### config.mk
export PLATFORM = sky130hd
export DESIGN_NAME = psm_pwm_scheduler_flat
export DESIGN_NICKNAME = d
export VERILOG_FILES = /design/src/rtl/psm_pwm_scheduler_pkg.sv /design/src/rtl/psm_pwm_scheduler_if.sv /design/src/rtl/psm_pwm_scheduler_carrier.sv /design/src/rtl/psm_pwm_scheduler.sv /design/src/flat_wrapper.sv
export SDC_FILE = /design/constraint.sdc
export NUM_CORES = 1
export LEC_CHECK = 0
export BUFFER_PORTS_ARGS = -buffer_cell sky130_fd_sc_hd__buf_2
export CAP_MARGIN = 25
export CORE_UTILIZATION = 59
export DETAILED_ROUTE_END_ITERATION = 8
export GPL_ROUTABILITY_DRIVEN = 0
export PLACE_DENSITY = 0.81
export SYNTH_ARGS = -nofsm -noshare
export SYNTH_HDL_FRONTEND = slang
export SYNTH_SLANG_ARGS = --single-unit
### constraint.sdc
create_clock -name CLK -period 2.9 [get_ports CLK]
set_input_delay 0.58 -clock CLK [delete_from_list [all_inputs] [get_ports CLK]]
set_output_delay 0.58 -clock CLK [all_outputs]
set_load 0.05 [all_outputs]
### src/rtl/psm_pwm_scheduler_pkg.sv
// Shared state codes, default widths and small helpers for the PSM PWM scheduler.
package psm_pwm_scheduler_pkg;
  localparam logic [1:0] ST_IDLE = 2'b00;
  localparam logic [1:0] ST_RUN  = 2'b01;
  localparam logic [1:0] ST_STOP = 2'b10;
  localparam logic [1:0] ST_TRIP = 2'b11;

  localparam int BITS_CNT_DEF  = 11;
  localparam int BITS_DATA_DEF = 7;
  localparam int DT_MIN_DEF    = 2;
  localparam int P_MIN         = 2;

  function automatic logic st_active(input logic [1:0] s);
    return (s == ST_RUN) || (s == ST_STOP);
  endfunction
endpackage

### src/rtl/psm_pwm_scheduler_if.sv
// Control/config inputs and PSM/deadtime outputs of the scheduler, bundled as one port.
interface psm_pwm_scheduler_if
  import psm_pwm_scheduler_pkg::*;
#(
  parameter int BITS_CNT  = BITS_CNT_DEF,
  parameter int BITS_DATA = BITS_DATA_DEF
) ();
  logic                 iEN;
  logic                 iFAULT;
  logic                 iCLR;
  logic                 iLOAD;
  logic [BITS_CNT:0]    iPERIOD;
  logic [BITS_CNT:0]    iDUTY_A;
  logic [BITS_CNT:0]    iDUTY_B;
  logic [BITS_CNT:0]    iDUTY_C;
  logic [BITS_DATA:0]   iSHIFT;
  logic [2:0]           oPSM;
  logic [BITS_DATA:0]   oSHIFT;
  logic                 oGATE_EN;
  logic                 oLOAD_ACK;
  logic                 oSYNC;
  logic [1:0]           oSTATE;

  modport master (
    output iEN, iFAULT, iCLR, iLOAD, iPERIOD, iDUTY_A, iDUTY_B, iDUTY_C, iSHIFT,
    input  oPSM, oSHIFT, oGATE_EN, oLOAD_ACK, oSYNC, oSTATE
  );
  modport slave (
    input  iEN, iFAULT, iCLR, iLOAD, iPERIOD, iDUTY_A, iDUTY_B, iDUTY_C, iSHIFT,
    output oPSM, oSHIFT, oGATE_EN, oLOAD_ACK, oSYNC, oSTATE
  );
endinterface

### src/rtl/psm_pwm_scheduler_carrier.sv
// Symmetric up/down carrier 0..peak..1, 0; zero flags the 1->0 step, pk flags cnt at peak.
module psm_pwm_scheduler_carrier #(
  parameter int W = 12
) (
  input  logic         CLK,
  input  logic         RSTn,
  input  logic         run,
  input  logic         clr,
  input  logic [W-1:0] peak,
  output logic [W-1:0] cnt,
  output logic         zero,
  output logic         pk
);
  logic up;

  assign zero = run & ~up & (cnt <= W'(1));
  assign pk   = up & (cnt >= peak);

  always_ff @(posedge CLK) begin
    if (!RSTn || clr) begin
      cnt <= '0;
      up  <= 1'b1;
    end else if (run) begin
      if (up) begin
        if (cnt >= peak) begin
          cnt <= cnt - W'(1);
          up  <= 1'b0;
        end else begin
          cnt <= cnt + W'(1);
        end
      end else if (cnt <= W'(1)) begin
        cnt <= '0;
        up  <= 1'b1;
      end else begin
        cnt <= cnt - W'(1);
      end
    end
  end
endmodule

### src/rtl/psm_pwm_scheduler.sv
// Three-leg PSM scheduler: fault-aware run FSM, double-buffered config, carrier compare.
module psm_pwm_scheduler
  import psm_pwm_scheduler_pkg::*;
#(
  parameter int BITS_CNT  = BITS_CNT_DEF,
  parameter int BITS_DATA = BITS_DATA_DEF,
  parameter int DT_MIN    = DT_MIN_DEF
) (
  input  logic              CLK,
  input  logic              RSTn,
  psm_pwm_scheduler_if.slave bus
);
  localparam int W  = BITS_CNT + 1;
  localparam int DW = BITS_DATA + 1;
  localparam logic [DW-1:0] DTM  = DW'(DT_MIN);
  localparam logic [W-1:0]  PMIN = W'(P_MIN);

  logic [1:0]          st, nxt;
  logic [W-1:0]        cnt, per_a, per_p;
  logic [2:0][W-1:0]   duty_a, duty_p;
  logic [DW-1:0]       sh_a, sh_p;
  logic                pend, zero, pk, run, clr, apply;
  logic [2:0]          cmp;

  always_comb begin
    nxt = st;
    if (bus.iFAULT) nxt = ST_TRIP;
    else begin
      case (st)
        ST_IDLE: if (bus.iEN) nxt = ST_RUN;
        ST_RUN:  if (!bus.iEN) nxt = ST_STOP;
        ST_STOP: if (bus.iEN) nxt = ST_RUN;
                 else if (zero) nxt = ST_IDLE;
        default: if (bus.iCLR) nxt = ST_IDLE;
      endcase
    end
  end

  assign run   = st_active(st);
  assign clr   = !st_active(nxt);
  // In IDLE there is no cycle to protect, so pending config lands immediately.
  assign apply = pend & ~bus.iFAULT & (zero | (st == ST_IDLE));

  psm_pwm_scheduler_carrier #(.W(W)) u_carrier (
    .CLK  (CLK),
    .RSTn (RSTn),
    .run  (run),
    .clr  (clr),
    .peak (per_a),
    .cnt  (cnt),
    .zero (zero),
    .pk   (pk)
  );

  // Masking the peak sample makes any duty >= P behave like duty == P.
  for (genvar k = 0; k < 3; k++) begin : g_leg
    assign cmp[k] = (cnt < duty_a[k]) & ~pk;
  end

  assign bus.oSHIFT = sh_a;
  assign bus.oSTATE = st;

  always_ff @(posedge CLK) begin
    if (!RSTn) begin
      st            <= ST_IDLE;
      pend          <= 1'b0;
      per_p         <= '0;
      duty_p        <= '0;
      sh_p          <= '0;
      per_a         <= '1;
      duty_a        <= '0;
      sh_a          <= DTM;
      bus.oPSM      <= '0;
      bus.oGATE_EN  <= 1'b0;
      bus.oLOAD_ACK <= 1'b0;
      bus.oSYNC     <= 1'b0;
    end else begin
      st <= nxt;
      if (bus.iFAULT) pend <= 1'b0;
      else if (bus.iLOAD && st != ST_TRIP) begin
        pend   <= 1'b1;
        per_p  <= bus.iPERIOD;
        duty_p <= {bus.iDUTY_C, bus.iDUTY_B, bus.iDUTY_A};
        sh_p   <= bus.iSHIFT;
      end else if (apply) pend <= 1'b0;

      if (apply) begin
        per_a  <= (per_p < PMIN) ? PMIN : per_p;
        duty_a <= duty_p;
        sh_a   <= (sh_p < DTM) ? DTM : sh_p;
      end

      bus.oPSM      <= st_active(nxt) ? cmp : 3'b000;
      bus.oGATE_EN  <= st_active(nxt);
      bus.oLOAD_ACK <= apply;
      bus.oSYNC     <= zero & ~bus.iFAULT;
    end
  end
endmodule

### src/flat_wrapper.sv
// flat-port wrapper written by rule: the top's interface ports become plain ports
module psm_pwm_scheduler_flat import psm_pwm_scheduler_pkg::*;
#(
  parameter int BITS_CNT  = BITS_CNT_DEF,
  parameter int BITS_DATA = BITS_DATA_DEF,
  parameter int DT_MIN    = DT_MIN_DEF
)
  (CLK, RSTn, bus_iEN, bus_iFAULT, bus_iCLR, bus_iLOAD, bus_iPERIOD, bus_iDUTY_A, bus_iDUTY_B, bus_iDUTY_C, bus_iSHIFT, bus_oPSM, bus_oSHIFT, bus_oGATE_EN, bus_oLOAD_ACK, bus_oSYNC, bus_oSTATE);
  psm_pwm_scheduler_if #(.BITS_CNT(BITS_CNT), .BITS_DATA(BITS_DATA)) bus_i ();
  input  logic CLK;
  input  logic RSTn;
  input wire logic [$bits(bus_i.iEN)-1:0] bus_iEN;
  input wire logic [$bits(bus_i.iFAULT)-1:0] bus_iFAULT;
  input wire logic [$bits(bus_i.iCLR)-1:0] bus_iCLR;
  input wire logic [$bits(bus_i.iLOAD)-1:0] bus_iLOAD;
  input wire logic [$bits(bus_i.iPERIOD)-1:0] bus_iPERIOD;
  input wire logic [$bits(bus_i.iDUTY_A)-1:0] bus_iDUTY_A;
  input wire logic [$bits(bus_i.iDUTY_B)-1:0] bus_iDUTY_B;
  input wire logic [$bits(bus_i.iDUTY_C)-1:0] bus_iDUTY_C;
  input wire logic [$bits(bus_i.iSHIFT)-1:0] bus_iSHIFT;
  output wire logic [$bits(bus_i.oPSM)-1:0] bus_oPSM;
  output wire logic [$bits(bus_i.oSHIFT)-1:0] bus_oSHIFT;
  output wire logic [$bits(bus_i.oGATE_EN)-1:0] bus_oGATE_EN;
  output wire logic [$bits(bus_i.oLOAD_ACK)-1:0] bus_oLOAD_ACK;
  output wire logic [$bits(bus_i.oSYNC)-1:0] bus_oSYNC;
  output wire logic [$bits(bus_i.oSTATE)-1:0] bus_oSTATE;
  assign bus_i.iEN = bus_iEN;
  assign bus_i.iFAULT = bus_iFAULT;
  assign bus_i.iCLR = bus_iCLR;
  assign bus_i.iLOAD = bus_iLOAD;
  assign bus_i.iPERIOD = bus_iPERIOD;
  assign bus_i.iDUTY_A = bus_iDUTY_A;
  assign bus_i.iDUTY_B = bus_iDUTY_B;
  assign bus_i.iDUTY_C = bus_iDUTY_C;
  assign bus_i.iSHIFT = bus_iSHIFT;
  assign bus_oPSM = bus_i.oPSM;
  assign bus_oSHIFT = bus_i.oSHIFT;
  assign bus_oGATE_EN = bus_i.oGATE_EN;
  assign bus_oLOAD_ACK = bus_i.oLOAD_ACK;
  assign bus_oSYNC = bus_i.oSYNC;
  assign bus_oSTATE = bus_i.oSTATE;
  psm_pwm_scheduler #(.BITS_CNT(BITS_CNT), .BITS_DATA(BITS_DATA), .DT_MIN(DT_MIN)) u_core (.CLK(CLK), .RSTn(RSTn), .bus(bus_i));
endmodule
# After elaboration in Yosys (flattened, before gate mapping)
# Cells that the tools add are included.
# classes
bitwise	14
mul	0
shifts	0
mux	17
n_div	0
n_lt_le_gt_ge	7
addsub	2
n_eq_ne	5
reduce_logical	11
# ops
cell	n
12-bit two-way mux	4
12-bit < comparator	3
12-bit by 1-bit adder with 12-bit output, second input constant	1
12-bit >= comparator	1
12-bit by 1-bit less-or-equal comparator with 1-bit output, second input constant	1
12-bit by 2-bit < comparator with 1-bit output, second input constant	1
2-bit two-way mux	6
12-bit by 1-bit subtractor with 12-bit output, second input constant	1
1-bit bitwise AND	9
8-bit by 2-bit < comparator with 1-bit output, second input constant	1
8-bit two-way mux	1
2-bit one-hot mux with 3 select lines	1
1-bit two-way mux	5
2-bit by 1-bit equality test with 1-bit output, second input constant	2
2-bit equality test, second input constant	2
1-bit NOT	4
2-bit AND reduction	2
1-bit logical OR	3
1-bit zero test	2
2-bit zero test	1
2-bit inequality test, second input constant	1
2-bit nonzero test	1
2-bit OR reduction	1
1-bit logical AND	1
1-bit bitwise OR	1
# word_totals
memories	0
reg_bits	134
mem_bits_rw	0
wordCells	74
romBits	0
latchBits	0

# Longest topological paths before layout
# Gate-level depths: netlist of run 1.
# logic_depth
word_depth	12
depth_mapped	12

# Hierarchy
# A second synthesis of run 1 with hierarchy kept.
# unflattened
cells_unflattened	812
area_unflattened_um2	6352.3
# modules_own_cells
module	area_per_inst_um2	cells_per_inst	seq_area_each_um2	n_inst
psm_pwm_scheduler	5094.9	654	2422.3	1
psm_pwm_scheduler_carrier	1257.5	158	260.2	1

# Least setup slack after synthesis of run 1
# OpenSTA, ideal clock, no wires.
# synth_path
kind	flip-flop to flip-flop
startpoint	register u_core.st[1], in the netlist u_core.bus.oSTATE[1]
endpoint	register u_core.u_carrier.up
setup_slack_ps	374
path_buffers	1
t_arrival_ps	2399
setup_ps	127
t_required_ps	2773
path_stages_with_launch	9
path_cell_list	dfxtp_1 > inv_1 > ha_1 > buf_2 > nand3_1 > a21o_1 > a31oi_4 > o2111ai_4 > or3b_1
# synth_via
elab_chain_len	12
word_cells_on_any_way	18
classes_between	eq/ne (4); mux (7); bitwise (2); reduce/logical (5)
# synth_lines
item	line	source
from (decl)	psm_pwm_scheduler.sv:18	logic [1:0] st, nxt;
from (signal assigned)	psm_pwm_scheduler.sv:78	st <= nxt;
2-bit by 1-bit equality test with 1-bit output / 2-bit equality test (equally long branches)	psm_pwm_scheduler_pkg.sv:14, psm_pwm_scheduler.sv:29	
1-bit logical OR	psm_pwm_scheduler_pkg.sv:14	return (s == ST_RUN) || (s == ST_STOP);
1-bit bitwise AND (2 in a row)	psm_pwm_scheduler_carrier.sv:16	assign zero = run & ~up & (cnt <= W'(1));
2-bit two-way mux	psm_pwm_scheduler.sv:33	else if (zero) nxt = ST_IDLE;
2-bit two-way mux	psm_pwm_scheduler.sv:32	ST_STOP: if (bus.iEN) nxt = ST_RUN;
2-bit one-hot mux with 3 select lines	psm_pwm_scheduler.sv:29	case (st)
2-bit two-way mux	psm_pwm_scheduler.sv:27	if (bus.iFAULT) nxt = ST_TRIP;
2-bit by 1-bit equality test with 1-bit output / 2-bit equality test (equally long branches)	psm_pwm_scheduler_pkg.sv:14	
1-bit logical OR	psm_pwm_scheduler_pkg.sv:14	
1-bit zero test	psm_pwm_scheduler.sv:40	assign clr = !st_active(nxt);
1-bit logical OR	psm_pwm_scheduler_carrier.sv:20	if (!RSTn || clr) begin
to (signal assigned)	psm_pwm_scheduler_carrier.sv:22	up <= 1'b1;
to (signal assigned)	psm_pwm_scheduler_carrier.sv:27	up <= 1'b0;
to (signal assigned)	psm_pwm_scheduler_carrier.sv:33	up <= 1'b1;
to (decl)	psm_pwm_scheduler_carrier.sv:14	logic up;
# Several ways; a longest one is shown, not always the timed one.
# A chain may end at the register's enable or synchronous reset.

# Worst setup path after layout of run 1
# layout_path
startpoint	register u_core.u_carrier.cnt[3]
endpoint	register u_core.u_carrier.up
# layout_via
elab_chain_len	10
word_cells_on_any_way	15
classes_between	order compare (2); eq/ne (2); mux (7); bitwise (1); reduce/logical (3)
# layout_lines
item	line	source
from (decl)	psm_pwm_scheduler_carrier.sv:10	output logic [W-1:0] cnt,
from (signal assigned)	psm_pwm_scheduler_carrier.sv:26	cnt <= cnt - W'(1);
from (signal assigned)	psm_pwm_scheduler_carrier.sv:29	cnt <= cnt + W'(1);
from (signal assigned)	psm_pwm_scheduler_carrier.sv:35	cnt <= cnt - W'(1);
12-bit by 1-bit less-or-equal comparator with 1-bit output	psm_pwm_scheduler_carrier.sv:16, psm_pwm_scheduler_carrier.sv:31	
1-bit bitwise AND	psm_pwm_scheduler_carrier.sv:16	
2-bit two-way mux	psm_pwm_scheduler.sv:33	
2-bit two-way mux	psm_pwm_scheduler.sv:32	
2-bit one-hot mux with 3 select lines	psm_pwm_scheduler.sv:29	
2-bit two-way mux	psm_pwm_scheduler.sv:27	
2-bit by 1-bit equality test with 1-bit output / 2-bit equality test (equally long branches)	psm_pwm_scheduler_pkg.sv:14	
1-bit logical OR	psm_pwm_scheduler_pkg.sv:14	
1-bit zero test	psm_pwm_scheduler.sv:40	
1-bit logical OR	psm_pwm_scheduler_carrier.sv:20	
# Several ways; a longest one is shown, not always the timed one.

==> results of run 1 <==
metal layers:
layer	share of wire	vias up	global-route usage
li1	-	2903	-
met1	0.43	2692	0.338
met2	0.49	198	0.485
met3	0.059	36	0.0639
met4	0.025	0	0.136
met5	0	-	0
cell families (layout without fill, tap and decap cells):
kind of cell | after synthesis | after routing | share of synthesized area
compound gates | 195 | 195 | 0.210
xor+xnor | 5 | 5 | 0.00654
fa+ha+maj | 52 | 52 | 0.0971
buf+inv | 104 | 179 | 0.0622
flops | 134 | 134 | 0.401
mux | 7 | 7 | 0.0106
simple gates | 326 | 326 | 0.213
sequential cells by signal, indices dropped and copies added (netlist names), 2 cells and up:
name	flops
u_core.bus.oSTATE	2
u_core.u_carrier.cnt	12
u_core.per_a	12
u_core.per_p	12
u_core.duty_a	36
u_core.bus.oPSM	3
u_core.sh_p	8
u_core.duty_p	36
u_core.bus.oSHIFT	8
worst max-delay path, stage by stage, from the launching register on:
cell and delay, ps:
dfxtp_1 470, nor4_1 470, o21a_1 230, nand3_1 120, a21o_1 270, a31oi_4 210, o2111ai_4 300, or3b_1 450
power by group through the flow:
stage / clock, µW / sequential [µW] / combinational [µW]
after floorplan: 0 / 1980 / 260
after global placement: 0 / 1970 / 385
after detailed placement: 0 / 1970 / 399
after CTS: 2060 / 1930 / 402
after global routing: 2130 / 1940 / 452
final: 2040 / 1930 / 409
path summary, 6_finish.rpt:
kind,slack (ps),cells past startpoint,endpoint,from
worst max-delay path,250,7,u_core.u_carrier.up,u_core.u_carrier.cnt[3]
worst min-delay path,400,3,u_core.duty_p[15],bus_iDUTY_B[3]
worst max register to register,250,7,u_core.u_carrier.up,u_core.u_carrier.cnt[3]
worst min register to register,460,2,u_core.bus.oSHIFT[4],u_core.bus.oSHIFT[4]
area by class of cell:
type	instances	area [µm²]
multi-input combinational	585	3610
fill	858	3160
timing repair buffer	94	551
tap	140	175
clock buffer	21	460
sequential	134	2680
clock inverter	11	101
inverter	53	199
placed cells by master (no fill, tap or decap), drive strengths merged, types with 4 or more instances in the layout:
master / n
nand2: 230
dfxtp: 134
a21boi: 100
buf: 94
inv: 54
ha: 52
a21oi: 27
nor2: 21
clkbuf: 21
o211ai: 14
o21ai: 13
nand3: 11
nand4: 10
a21o: 9
nor3: 9
o21a: 8
nand2b: 8
or3: 7
mux2i: 6
a2111oi: 6
nor4: 6
and3: 5
nor2b: 5
a31oi: 5
clkinv: 5
xnor2: 4
clkinvlp: 4
stage by stage:
step / power, µW / cell area (µm²)
5_1_grt: 4520 / 7780
3_5_place_dp: 2370 / 7200
2_1_floorplan: 2240 / 6700
4_1_cts: 4400 / 7760
6_report: 4380 / 7780
3_3_place_gp: 2350 / 7200
==> metrics, run 1 <==
Leakage 0.00323 µW; H-tree depth 4; pin count of the biggest net entering global routing 68; top_reg_cell synth dfxtp_1; Max Buffers Root-to-Sink 2; RSZ-0062 raised after global routing no; final period utilization 0.915; Async S/R FF share, synth 0; FP Rows 38; clk slew on worst S/H paths about 60 ps; Routed WL about 15 mm; crit end category flip-flop; Setup Skew 9.85 ps; PostCTS Resize Cnt 0; Final min period 2650 ps; Die Area 11800 µm²; initial drt markers 317; Core Util, Final 0.711; Post-synth EDFFs 0; Setup Buffers After CTS 0; # diodes 0; Layout Nets 999; status finished, final reports clean; Worst slew margin 0.508; hold_buf cts 0; Final Slew Violations 0; Hold Path Class input port to flip-flop; global-route wire length before repair 26.2 mm; drt drc 0; Vias 5829; VDD IR-drop max between 0.0004 and 0.0005 V; total grt overflow 0; drt pass-1 iters 6; Comb pwr share 0.093; Avg WL per Cell 14.9 µm; Switch Pwr around 1100 µW; Min Hold Slack 397 ps; crit path max fanout 17; Post-Layout Cell Count 1038; Die Wd 109 µm; Area Overhead vs Synth 16.1%; antenna-violating nets left 0; critical path startpoint category flip-flop; top-count cell post-synth nand2_1; P_int 3280 µW; Post-Place Cells 1005; layout cell share with drive strength beyond 1 0.148; Post-synth top cells 230 x nand2_1, 134 x dfxtp_1, 100 x a21boi_0, 53 x inv_1, 52 x ha_1; hpwl dp 10.5 mm; sequential share of power 0.441; Place WS 306 ps; cell taking the most area after synthesis dfxtp_1; initial antenna violation count 0; fmax 377 MHz; Worst-Skew Late Latency roughly 430 ps; Setup TNS Final 0 ps; Clk network pwr share 0.465; Root Buffer clkbuf_16; post-route worst setup slack about 250 ps; Cell Pwr Density roughly 560 nW/µm²; number of max-cap violations 0; port bufs 77; clock sink total about 130; flip-flop and latch count after synthesis 134; total track usage 0.285; die height 109 µm; WS Path Type flip-flop to flip-flop; Mapped Area 6700 µm²; CTS buffer count 17; CP required around 3200 ps; Synth area leaders dfxtp_1 40%, nand2_1 13%, a21boi_0 11%; CTS tree done; Final Hold Fails 0; Net Sw Frac 0.252; # setup viols final 0; Initial Utilization 0.612; vias in the first global route between 5000 and 6000; Synth Instances 823; Yosys cell types 51; post-synth top area share 0.401; Avg Inst Size Synth ~8.1 µm²; Slew @ Worst Pin 732 ps; Yosys warning total 0; CP arrival 2960 ps; Net Count, Synth 937; I/O pin cnt 78; sequential element share of the synthesized area 0.401; core area 10900 µm²; Vias/cell ~5.6
(Power assumes the default switching activity.)
==> run 2, diff against run 1 <==
--- a/config.mk
+++ b/config.mk
@@ -7,10 +7,12 @@
 export LEC_CHECK = 0
 export BUFFER_PORTS_ARGS = -buffer_cell sky130_fd_sc_hd__buf_2
 export CAP_MARGIN = 25
-export CORE_UTILIZATION = 59
+export CELL_PAD_IN_SITES_DETAIL_PLACEMENT = 0
+export CELL_PAD_IN_SITES_GLOBAL_PLACEMENT = 1
+export CORE_UTILIZATION = 44
 export DETAILED_ROUTE_END_ITERATION = 8
 export GPL_ROUTABILITY_DRIVEN = 0
-export PLACE_DENSITY = 0.81
+export PLACE_DENSITY = 0.8
 export SYNTH_ARGS = -nofsm -noshare
 export SYNTH_HDL_FRONTEND = slang
 export SYNTH_SLANG_ARGS = --single-unit
==> run 2 against run 1 <==
  * The flow now finishes with violations (design-rule violations)
  * Sequential power is essentially flat
  * Critical endpoint is now u_core.bus.oPSM[0]
  * Clock-buffer cell count is 1 lower
  * Largest power group unchanged
  * Sequential cell count stayed put
  * Hold slack better by 9.9 ps
  * Core utilization down 18 points
  * Largest cell class unchanged
==> metrics, run 2 (synthesized netlist as in run 1, its figures left out) <==
r2r startpoint u_core.bus.oSTATE[1]; clock sink total 134; # diodes 0; I/O pin cnt 78; FP Rows between 40 and 50; status complete, but fails checks; hpwl dp 11.0 mm; port bufs just under 80; H-tree depth 4; layout cell share with drive strength beyond 1 0.153; Max Buffers Root-to-Sink 2; clk slew on worst S/H paths 60 ps; Vias/cell 5.20; Vias between 5000 and 6000; total grt overflow 0; Hold Path Depth 3; initial drt markers ~340; Hold Startpoint bus_iPERIOD[6]; CTS tree done; worst setup path startpoint u_core.bus.oSTATE[1]; Layout Nets 1002; Die Area 15700 µm²; number of max-cap violations 0; Hold Path Class input port to flip-flop; CP arrival 2850 ps; WS Path Type flip-flop to flip-flop; CP required 3190 ps; # setup viols final 0; Die Wd 125 µm; drt drc 3; Worst-Skew Late Latency 420 ps; Initial Utilization 0.456; Routed WL 15.7 mm; Final min period 2550 ps; vias in the first global route 5664; critical path startpoint category flip-flop; die height 125 µm; CTS buffer count 17; Final Slew Violations 0; final period utilization 0.881; Final Hold Fails 0; global-route wire length before repair around 27 mm; core area about 15000 µm²; Cell Pwr Density 569 nW/µm²; drt pass-1 iters 7; Setup TNS Final 0 ps; Setup Skew between 9 and 10 ps; crit path max fanout 16; pin count of the biggest net entering global routing 66; fmax approximately 400 MHz; VDD IR-drop max 0.000425 V; RSZ-0062 raised after global routing no; PostCTS Resize Cnt 0; Core Util, Final 0.536; failing checks design-rule violations; antenna-violating nets left 0; fillers 1381; FF-to-FF path depth 9; Area Overhead vs Synth 17.6%; crit end category flip-flop; Slew @ Worst Pin 560 ps; Leakage 0.00325 µW; Worst slew margin 0.623; initial antenna violation count 0; Root Buffer clkbuf_16; total track usage 0.212; biggest regs u_core.duty_a (36), u_core.duty_p (36); most frequent cells in the layout 230 x nand2_1, 134 x dfxtp_1, 100 x a21boi_0; most common cell after layout, fill and taps aside nand2_1; Setup Buffers After CTS 0; Avg WL per Cell ~14 µm; hold_buf cts 0
run 2: per-layer routing:
layer / track usage / vias to the layer above / part of all wire
met4: 0.0983 / 0 / 0.026
met5: 0 / - / 0
met2: 0.351 / 115 / 0.47
li1: - / 2915 / -
met3: 0.0454 / 27 / 0.041
met1: 0.263 / 2583 / 0.47
run 2: area by class of cell:
class	instances	area [µm²]	area share
Multi-Input combinational cell	585	3620	0.459
Sequential cell	134	2680	0.341
Tap cell	184	230	0.0292
Timing Repair Buffer	97	561	0.0712
Inverter	53	199	0.0253
Clock inverter	11	123	0.0156
Clock buffer	20	467	0.0592
run 2: power breakdown:
| part | leakage, µW | total (µW) | internal (µW) | switching (µW) |
|---|---|---|---|---|
| Combinational | 0.00188 | 421 | 163 | 258 |
| Sequential | 0.00109 | 1930 | 1900 | 36.7 |
| Clock | 0.000281 | 2130 | 1330 | 804 |
| Total | 0.00325 | 4490 | 3390 | 1100 |
run 2: worst paths after layout:
check                                             to  slack [ps]
worst max-delay path              u_core.bus.oPSM[0]         350
worst min-delay path                 u_core.per_p[6]         410
worst max register to register    u_core.bus.oPSM[0]         350
worst min register to register  u_core.bus.oSHIFT[3]         460
run 2: critical path: stages, from the launching register on:
cell,delay (ps)
dfxtp_1,490
ha_1,340
nor2_1,160
a21oi_1,190
o21ai_0,230
a21o_1,220
nand3_1,120
o2111ai_4,150
buf_4,250
a2111oi_0,280
run 2: through the flow:
stage               worst slack (ps)  hold WS [ps]  cell area [µm²]  total power, µW  std cells
CTS                             8.67           395             7870             4530       1084
floorplan                        374           441             6700             2240        823
detailed placement              32.5           457             7280             2390       1053
global placement                 105           449             7280             2380       1053
global route                     111           402             7880             4670       1084
finish                           346           407             7880             4490       1084
